## config.mk

```make
export PLATFORM = sky130hd
export DESIGN_NAME = counter_seq_ctrl
export DESIGN_NICKNAME = d
export VERILOG_FILES = /design/src/rtl/counter_seq_ctrl.sv
export SDC_FILE = /design/constraint.sdc
export NUM_CORES = 1
export LEC_CHECK = 0
export BUFFER_PORTS_ARGS = -buffer_cell sky130_fd_sc_hd__buf_2
export CAP_MARGIN = 20
export CORE_MARGIN = 1
export CORE_UTILIZATION = 44
export DETAILED_ROUTE_END_ITERATION = 6
export PLACE_DENSITY = 0.85
export SKIP_CTS_REPAIR_TIMING = 1
export SYNTH_ARGS = -nofsm -noshare
export SYNTH_HDL_FRONTEND = slang
export SYNTH_SLANG_ARGS = --single-unit
```

## constraint.sdc

```tcl
create_clock -name clk -period 1.6 [get_ports clk]
set_input_delay 0.24 -clock clk [delete_from_list [all_inputs] [get_ports clk]]
set_output_delay 0.24 -clock clk [all_outputs]
set_load 0.05 [all_outputs]
```

## src/rtl/counter_seq_ctrl.sv

```systemverilog
// Sequencing controller for a 4-bit load>up>down counter: load, step to target, repeat or bounce.
// Optional hold-in-RUN support is enabled by defining COUNTER_SEQ_HOLD_EN.
module counter_seq_ctrl #(
    parameter int unsigned WIDTH = 4,
    parameter int unsigned REP_W = 3
) (
    input  logic             clk,
    input  logic             reset,
    input  logic             start,
    input  logic             abort,
    input  logic             hold,
    input  logic [WIDTH-1:0] start_val,
    input  logic [WIDTH-1:0] stop_val,
    input  logic [1:0]       mode,
    input  logic [REP_W-1:0] reps,
    input  logic [WIDTH-1:0] cnt_q,
    output logic             ld,
    output logic [WIDTH-1:0] ld_val,
    output logic             up,
    output logic             dn,
    output logic             busy,
    output logic             done,
    output logic [REP_W-1:0] pass_cnt
);

    typedef enum logic [1:0] {
        IDLE = 2'd0,
        LOAD = 2'd1,
        RUN  = 2'd2,
        DONE = 2'd3
    } state_t;

    state_t             state;
    logic [WIDTH-1:0]   start_q;
    logic [WIDTH-1:0]   stop_q;
    logic [REP_W-1:0]   reps_q;
    logic               bounce_q;
    logic               dir_dn;
    logic               leg;        // 0: heading to stop value, 1: heading back to start value
    logic [WIDTH-1:0]   target_c;
    logic               match_c;
    logic               held_c;
    logic [REP_W-1:0]   pass_next_c;

`ifdef COUNTER_SEQ_HOLD_EN
    assign held_c = hold && (state == RUN);
`else
    logic unused_hold;
    assign unused_hold = hold;
    assign held_c      = 1'b0;
`endif

    assign target_c    = leg ? start_q : stop_q;
    assign match_c     = (cnt_q == target_c);
    assign pass_next_c = pass_cnt + REP_W'(1);

    // Control strobes decoded directly from the state register
    assign ld     = (state == LOAD);
    assign busy   = (state != IDLE);
    assign done   = (state == DONE);
    assign ld_val = start_q;

    // Step requests follow the counter feedback within the RUN cycle
    always_comb begin
        up = 1'b0;
        dn = 1'b0;
        if (state == RUN && !held_c && !match_c) begin
            up = !dir_dn;
            dn = dir_dn;
        end
    end

    always_ff @(posedge clk or posedge reset) begin
        if (reset) begin
            state    <= IDLE;
            start_q  <= '0;
            stop_q   <= '0;
            reps_q   <= '0;
            bounce_q <= 1'b0;
            dir_dn   <= 1'b0;
            leg      <= 1'b0;
            pass_cnt <= '0;
        end else begin
            case (state)
                IDLE: begin
                    if (start && !abort) begin
                        start_q  <= start_val;
                        stop_q   <= stop_val;
                        reps_q   <= (reps == '0) ? REP_W'(1) : reps;
                        bounce_q <= (mode == 2'b10);
                        dir_dn   <= (mode == 2'b01);
                        leg      <= 1'b0;
                        pass_cnt <= '0;
                        state    <= LOAD;
                    end
                end
                LOAD: begin
                    state <= abort ? IDLE : RUN;
                end
                RUN: begin
                    if (abort) begin
                        state <= IDLE;
                    end else if (!held_c && match_c) begin
                        pass_cnt <= pass_next_c;
                        if (pass_next_c == reps_q) begin
                            state <= DONE;
                        end else if (bounce_q) begin
                            dir_dn <= !dir_dn;
                            leg    <= !leg;
                        end else begin
                            state <= LOAD;
                        end
                    end
                end
                DONE: begin
                    state <= IDLE;
                end
                default: begin
                    state <= IDLE;
                end
            endcase
        end
    end

endmodule

```

==> reports/metrics.cfg, run 1 <==
[status]
status=complete, but fails checks
violations=negative setup slack

[drt]
wl_um=2590
wirelength_met1_um=1090
via_per_inst=5.16
drcViolationCount=0
postRouteAntennaNets=0
wl_per_cell_um=14.6
drt-initial-drc-count=8
top_layer=met4
vias=913
wl_met2_um=1380
wl_met3_um=49
firstDrtPassIters=4

[pwr]
internal_power_mw=1.11
p_switching_mw=0.734
p_sw_share_pct=39.7
p_seq_share_pct=36.4
clkPwrFrac_pct=13.5
pwr-share-comb_pct=50.1
power_density_nw_per_um2=1150
vdd_ir_drop_max_mv=0.959
p_leak_nw=0.758

[floorplan]
row_count=17
design.portCount=34
start_util_pct=46.9
core_area_um2=2230
die_width_um=50.8
die_h_um=50.8
die_area_um2=2580

[logic_synthesis]
yosysTopAreaCell=dfrtp_1
yosysSeqAreaShare_pct=45.4
ys_types=34
ys_seq_elements=19
syn_area_um2=1050
synth.top_cell.area_share_pct=45.4
synth_edf_count=0
synth_area_leaders=dfrtp_1 (45%), mux2_2 (8.6%), xnor2_1 (5.0%), mux2i_1 (3.8%), nor2_1 (2.5%)
synth_flop_cell=dfrtp_1
async_reset_ff_share_pct=100
syn-num-nets=115
synth_warnings=0
synth_cells=92
avgSynthCellArea_um2=11.4

[placed_design]
place_congestion=0.774
hpwl_um=1730
place.port_buffers=32
postPlaceCellArea_um2=1420

[sta]
finalCritPeriodShare_pct=134
fin_setup_tns_ps=-3790
slew_headroom_pct=46.6
setup_viol=9
slew_violations=0
rsz0062_at_grt=true
max_freq_ghz=0.465
fin_crit_ps=2150
worst_pin_slew_ps=793
clock_skew_ps=8.83
hold_viol_final=0
final.setup.worst_slack_ps=-550
timing.hold.ws_ps=137

[cts]
htreeDepth=1
cts_sinks=19
clock_path_buffers=2
clk_latency_ps=300
cts_root_buf=clkbuf_4
cts_tree=built
clk_pin_slew_ps=120
cts_buffers=3

[worst_setup_path]
cp-end-kind=output pin
crit_type=register to output pin
cp.arrival_ps=1910
required_ps=1360
start_kind=register
crit_fanout=4

[grt]
grt_overflow_total=0
grt_pass1_wl_um=3590
grt_max_degree=20
grt_pass1_vias=831
track_usage_pct=19.7
antenna_found_initial=0

[run]
max-cap-violations=0

[hold_path]
holdCritPathClass=input pin to register

[layout]
fill_cells=154
regArea_um2=487
fin_area_um2=1610
syn_to_final_growth_pct=54.0
drive_gt1_share_pct=63.8
multiInputGateArea_um2=666
layout.nets=173
num_antenna_cells=0

-- cell type report --
class	instances	area share (%)
clock buffers	3	1.40
well taps	28	2.17
repair buffers	56	24.2
inverters	2	0.465
multi-input cells	68	41.3
flip-flops and latches	19	30.2
clock inverters	1	0.310
-- cell usage after synthesis, drive strengths merged (2+ instances only) --
master and n:
dfrtp 19, mux2 10, nor2 7, a21oi 6
xnor2 6, mux2i 4, a31oi 3, buf 3
nand2 3, nand2b 3, nand3 3, o21ai 3
a211o 2, and4b 2, inv 2, nor2b 2
xor2 2
-- worst max-delay path, stage by stage, from the launching register on --
cell and delay [ps]:
dfrtp_2 450, buf_6 130, mux2i_4 180, xnor2_2 160, nor4_4 310, nand2b_4 200
nor2_4 40, buf_8 150
-- per-stage QoR --
step / setup slack, ps / instances / util [%] / power (mW)
after CTS: -606 / 169 / 64.8 / 1.71
after global routing: -656 / 177 / 72.2 / 1.95
final: -550 / 177 / 72.2 / 1.85
after global placement: -215 / 165 / 63.5 / 1.44
after detailed placement: -262 / 165 / 63.5 / 1.46
after floorplan: -104 / 92 / - / 1.23
-- flip-flops by register name, summed over array words and instances, names as in the netlist --
name	flops
ld_val	4
dir_dn	1
bounce_q	1
state	2
stop_q	4
pass_cnt	3
reps_q	3
leg	1
-- cells in the final DEF, fill, tap and decap left out, types with 2 or more instances in the layout --
cell type	n
nand2b_4	2
mux2_1	2
xor2_1	2
a211o_1	2
nor2b_1	2
and4b_1	2
a21oi_2	4
dfrtp_2	9
nor2_1	5
nand2_1	3
buf_4	17
buf_2	30
buf_6	6
mux2i_1	3
nor2_4	2
dfrtp_1	10
nand3_1	2
xnor2_2	2
mux2_4	5
mux2_2	3
xnor2_1	4
o21ai_0	2
a21oi_1	2
inv_1	2
clkbuf_4	3
-- logic make-up after synthesis --
| logic type | after synthesis | share of synthesized area, % |
|---|---|---|
| AND/OR/NAND/NOR | 27 | 16.4 |
| buffers and inverters | 5 | 3.34 |
| XOR/XNOR | 8 | 6.69 |
| flip-flops | 19 | 45.4 |
| AO/OA/AOI/OAI | 18 | 12.4 |
| adder cells (fa/ha/maj) | 1 | 1.19 |
| multiplexers | 14 | 14.6 |
-- metal layers --
metal  vias to the layer above  global-route usage, %
li1                        443                      -
met5                         -                      0
met1                       444                   22.6
met3                         6                   2.73
met2                        20                   34.7
met4                         0                   11.1
-- final timing paths --
kind                        startpoint           to  slack [ps]  cells after the start
max                                leg           up        -550                      7
max in group asynchronous        reset     state[1]         840                      4
min                        stop_val[3]    stop_q[3]         140                      2
min in group asynchronous        reset    ld_val[1]         530                      4
max reg2reg                        leg  pass_cnt[2]        -530                     10
min reg2reg                  stop_q[3]    stop_q[3]         500                      1
-- power by group through the flow --
stage / Combinational (mW) / Sequential [mW] / Clock (mW)
6_report: 0.925 / 0.673 / 0.250
5_1_grt: 0.980 / 0.684 / 0.282
4_1_cts: 0.790 / 0.666 / 0.254
3_5_place_dp: 0.788 / 0.676 / 0
3_3_place_gp: 0.765 / 0.671 / 0
2_1_floorplan: 0.436 / 0.795 / 0
No activity file was read; power rests on OpenSTA's default activity.
==> run 2, diff against run 1 <==
--- a/config.mk
+++ b/config.mk
@@ -11,6 +11,7 @@
 export CORE_UTILIZATION = 44
 export DETAILED_ROUTE_END_ITERATION = 6
 export PLACE_DENSITY = 0.85
+export SETUP_SLACK_MARGIN = 0.02
 export SKIP_CTS_REPAIR_TIMING = 1
 export SYNTH_ARGS = -nofsm -noshare
 export SYNTH_HDL_FRONTEND = slang
==> reports/metrics.cfg, run 2 (same netlist as run 1, synthesis figures left out) <==
[cts]
cts_buffers=3  ; unchanged
clk_pin_slew_ps=110  ; about the same
clock_path_buffers=2  ; unchanged
htreeDepth=1  ; unchanged
cts_tree=built
clk_latency_ps=290  ; about the same
cts_root_buf=clkbuf_4
cts_sinks=19  ; unchanged

[sta]
hold_viol_final=0  ; unchanged
slew_violations=0  ; unchanged
fin_setup_tns_ps=-2950  ; +841 ps
finalCritPeriodShare_pct=135  ; +0.35 points
clock_skew_ps=6.43  ; -2.40 ps
worst_pin_slew_ps=810  ; +16.2 ps
fin_crit_ps=2160  ; +5.66 ps
setup_viol=9  ; unchanged
max_freq_ghz=0.464  ; -0.26%
slew_headroom_pct=45.5  ; -1.1 points
rsz0062_at_grt=true
final.setup.worst_slack_ps=-556  ; -5.66 ps

[worst_setup_path]
cp_num_buf_inv=2  ; unchanged
cp-end-kind=output pin
cp_top_family=simple AND/OR/NAND/NOR gates
cp.arrival_ps=1920  ; about the same
slowest_stage=dfrtp_2
start_kind=register
crit_type=register to output pin
required_ps=1360  ; about the same
max_stage_delay_ps=450  ; about the same
r2r_start=leg
crit_path_cell_trace=buf_6, mux2i_1, xnor2_1, nor4_4, nand2b_4, nor2_4, buf_8
crit_fanout=4  ; unchanged
startpoint=leg

[layout]
layout.nets=170  ; -1.7%
num_antenna_cells=0  ; unchanged
drive_gt1_share_pct=64.4  ; +0.63 points
fill_cells=147  ; -4.5%
fin_area_um2=1610  ; -0.39%
final_cell_mix=buf_2 (30), buf_4 (15), mux2_4 (10), dfrtp_2 (10), dfrtp_1 (9)
finish.utilization_pct=71.9  ; -0.28 points
layout_commonest_cell=buf_2
instances_no_fill=174  ; -1.7%
syn_to_final_growth_pct=53.4

[placed_design]
postPlaceCellArea_um2=1430  ; +0.53%
place_congestion=0.840  ; +8.5%
dp_cells=166  ; +0.61%
place.port_buffers=32  ; unchanged
hpwl_um=1760  ; +1.8%

[grt]
grt_overflow_total=0  ; unchanged
antenna_found_initial=0  ; unchanged
grt_max_degree=20  ; unchanged
track_usage_pct=21.3  ; +1.6 points
grt_pass1_vias=893  ; +7.5%
grt_pass1_wl_um=4050  ; +13%

[hold_path]
hp-start=stop_val[3]
holdCritPathClass=input pin to register

[drt]
postRouteAntennaNets=0  ; unchanged
wl_um=2780  ; +7.5%
drcViolationCount=0  ; unchanged
wl_per_cell_um=16.0  ; +9.4%
via_per_inst=5.44  ; +5.4%
drt-initial-drc-count=20  ; +12
firstDrtPassIters=4  ; unchanged
vias=946  ; +3.6%

[floorplan]
start_util_pct=46.9  ; unchanged
die_h_um=50.8  ; unchanged
core_area_um2=2230  ; unchanged
design.portCount=34  ; unchanged
die_width_um=50.8  ; unchanged
die_area_um2=2580  ; unchanged
row_count=17  ; unchanged

[pwr]
power_density_nw_per_um2=1170  ; +2.2%
p_leak_nw=0.756  ; -0.22%
vdd_ir_drop_max_mv=0.899  ; -6.3%

[status]
status=complete, but fails checks
violations=negative setup slack

[run]
max-cap-violations=0  ; unchanged

run 2: where the power goes:
| part | leakage (nW) | switching (mW) | internal [mW] |
|---|---|---|---|
| sequential | 0.222 | 0.0932 | 0.590 |
| combinational | 0.519 | 0.512 | 0.441 |
| clock | 0.0150 | 0.148 | 0.0969 |
| total | 0.756 | 0.753 | 1.13 |
run 2: final timing paths:
| path | slack (ps) | end | cells past startpoint |
|---|---|---|---|
| min in group asynchronous | 550 | reps_q[2] | 4 |
| worst min register to register | 540 | stop_q[2] | 1 |
| worst min-delay path | 170 | stop_q[3] | 2 |
| worst max register to register | -330 | leg | 8 |
| max in group asynchronous | 830 | ld_val[2] | 4 |
| worst max-delay path | -560 | up | 7 |
run 2: cell type report:
cell class / instances / area (um^2) / share of cell area, %
well taps: 28 / 35.0 / 2.18
inverters: 2 / 7.51 / 0.467
multi-input cells: 68 / 682 / 42.4
clock buffers: 4 / 26.3 / 1.64
flip-flops and latches: 19 / 488 / 30.4
repair buffers: 53 / 368 / 22.9
run 2: routing by layer:
layer	vias to the layer above	track usage, %	wire, um
li1	438	-	-
met1	472	27.8	1170
met2	28	36.2	1440
met3	8	2.73	93
met4	0	6.94	71
met5	-	0	0
run 2: stage by stage:
| step | hold WS [ps] | total power, mW | worst slack (ps) |
|---|---|---|---|
| finish | 171 | 1.88 | -556 |
| global route | 162 | 1.97 | -653 |
| CTS | -55.0 | 1.72 | -604 |
| detailed placement | 274 | 1.47 | -262 |
| global placement | 267 | 1.44 | -205 |
| floorplan | 191 | 1.23 | -104 |
run 2: worst reg2reg max path: stages, from the launching register on:
cell     delay (ps)
dfrtp_2         450
buf_6           130
mux2i_1         180
xnor2_1         140
nor4_4          330
buf_6           170
buf_8           140
a21oi_2          60
a211o_1         220
==> run 3, diff against run 2 <==
--- a/config.mk
+++ b/config.mk
@@ -10,7 +10,8 @@
 export CORE_MARGIN = 1
 export CORE_UTILIZATION = 44
 export DETAILED_ROUTE_END_ITERATION = 6
-export PLACE_DENSITY = 0.85
+export PLACE_DENSITY_LB_ADDON = 0.25
+export RECOVER_POWER = 100
 export SETUP_SLACK_MARGIN = 0.02
 export SKIP_CTS_REPAIR_TIMING = 1
 export SYNTH_ARGS = -nofsm -noshare
==> reports/metrics.cfg, run 3 (same netlist as run 1, synthesis figures left out) <==
[status]
status=complete, but fails checks
violations=negative setup slack

[worst_setup_path]
worst-r2r-cell-count=9  ; +1
ff2ff_setup_slack_ps=-420  ; -90 ps
cp.arrival_ps=1920  ; about the same
required_ps=1360  ; about the same
endpoint=up
r2r_start=leg
crit_fanout=5  ; +1
startpoint=leg
start_kind=register
cp_top_family=simple AND/OR/NAND/NOR gates
cp.depth=7  ; unchanged
cp-end-kind=output pin
crit_path_cell_trace=buf_6, mux2i_4, xnor2_2, nor4_4, nand2b_4, nor2_4, buf_6
rr_endpoint=leg
max_stage_delay_ps=460  ; about the same
crit_type=register to output pin
cp_common_cell=buf_6
slowest_stage=dfrtp_2
cp_num_buf_inv=2  ; unchanged

[sta]
worst_pin_slew_ps=858  ; +48.9 ps
clock_skew_ps=2.24  ; -4.19 ps
finalCritPeriodShare_pct=135  ; about the same
slew_violations=0  ; unchanged
max_freq_ghz=0.464  ; about the same
hold_viol_final=0  ; unchanged
final.setup.worst_slack_ps=-555  ; +0.631 ps
fin_crit_ps=2160  ; -0.631 ps
rsz0062_at_grt=true
slew_headroom_pct=42.2  ; -3.3 points
setup_viol=19  ; +10
fin_setup_tns_ps=-3460  ; -506 ps

[floorplan]
core_area_um2=2230  ; unchanged
row_count=17  ; unchanged
die_width_um=50.8  ; unchanged
start_util_pct=46.9  ; unchanged
die_h_um=50.8  ; unchanged
die_area_um2=2580  ; unchanged
design.portCount=34  ; unchanged

[cts]
cts_buffers=3  ; unchanged
cts_root_buf=clkbuf_4
clk_latency_ps=290  ; about the same
cts_sinks=19  ; unchanged
cts_tree=built
clk_pin_slew_ps=110  ; about the same
htreeDepth=1  ; unchanged
clock_path_buffers=2  ; unchanged

[pwr]
power_density_nw_per_um2=1150  ; -1.8%
p_leak_nw=0.782  ; +3.4%
vdd_ir_drop_max_mv=0.855  ; -5.0%

[run]
max-cap-violations=0  ; unchanged

[drt]
postRouteAntennaNets=0  ; unchanged
firstDrtPassIters=4  ; unchanged
via_per_inst=5.26  ; -3.2%
drt-initial-drc-count=4  ; -80%
vias=947  ; +0.11%
wl_per_cell_um=14.7  ; -8.1%
wl_um=2640  ; -5.0%
drcViolationCount=0  ; unchanged

[layout]
final_cell_mix=buf_2 (20), buf_4 (17), dfrtp_1 (10)
layout_commonest_cell=buf_2
syn_to_final_growth_pct=56.3
layout.nets=176  ; +3.5%
fill_cells=172  ; +17%
finish.utilization_pct=73.3  ; +1.3 points
num_antenna_cells=0  ; unchanged
drive_gt1_share_pct=63.8  ; -0.57 points

[grt]
gr-usage-met1_pct=21.7  ; -6.1 points
top_usage_layer=met2
use_met2_pct=36.4  ; +0.22 points
grt_pass1_vias=928  ; +3.9%
grt_use_met3_pct=3.03  ; +0.30 points
grt_overflow_total=0  ; unchanged
antenna_found_initial=0  ; unchanged
grt_max_degree=20  ; unchanged
track_usage_pct=19.4  ; -1.9 points
grt_pass1_wl_um=3710  ; -8.5%

[hold_path]
holdCritPathClass=input pin to register

[placed_design]
place.port_buffers=32  ; unchanged
place_ws_ps=-312  ; -50.1 ps
hpwl_um=1770  ; +0.73%
place_congestion=0.787  ; -6.4%

-- run 3: cell count changes in the layout (fill, tap and decap cells not counted), moves of 2 or more --
cell,before,now
xnor2_1,4,2
buf_4,15,17
clkbuf_1,1,3
clkbuf_2,0,9
buf_6,4,9
buf_8,2,0
xnor2_2,2,4
buf_2,30,20
-- run 3: layer usage --
layer / vias to the layer above / routed length, um
li1: 450 / -
met1: 471 / 1100
met2: 24 / 1450
met3: 2 / 80
met4: 0 / 12
met5: - / 0
-- run 3: how the worst min path moves through the flow --
stage / startpoint / to / cells after the start
2_1_floorplan: reset / bounce_q / 1
3_3_place_gp: reset / reps_q[2] / 3
3_5_place_dp: reset / reps_q[2] / 3
4_1_cts: reset / reps_q[2] / 3
5_1_grt: start_val[2] / ld_val[2] / 2
6_report: start_val[2] / ld_val[2] / 2
-- run 3: power by group --
part	internal (mW)	switching, mW	total, mW
clock network	0.0967	0.147	0.244
logic	0.466	0.486	0.952
registers	0.589	0.0956	0.685
total	1.15	0.729	1.88
-- run 3: area by class of cell --
| type | count | area (um^2) | area share [%] |
|---|---|---|---|
| Multi-Input combinational cell | 68 | 676 | 41.3 |
| Sequential cell | 19 | 487 | 29.7 |
| Tap cell | 28 | 35.0 | 2.14 |
| Clock buffer | 4 | 26.3 | 1.61 |
| Inverter | 2 | 7.51 | 0.459 |
| Timing Repair Buffer | 59 | 405 | 24.8 |
-- run 3: per-stage QoR --
step | power, mW | cell area, um^2 | hold WS (ps) | cells
floorplan | 1.23 | 1120 | 191 | 92
finish | 1.88 | 1640 | 171 | 180
detailed placement | 1.48 | 1420 | 271 | 165
global route | 1.98 | 1640 | 152 | 180
global placement | 1.45 | 1420 | 266 | 165
CTS | 1.72 | 1450 | -58.0 | 169
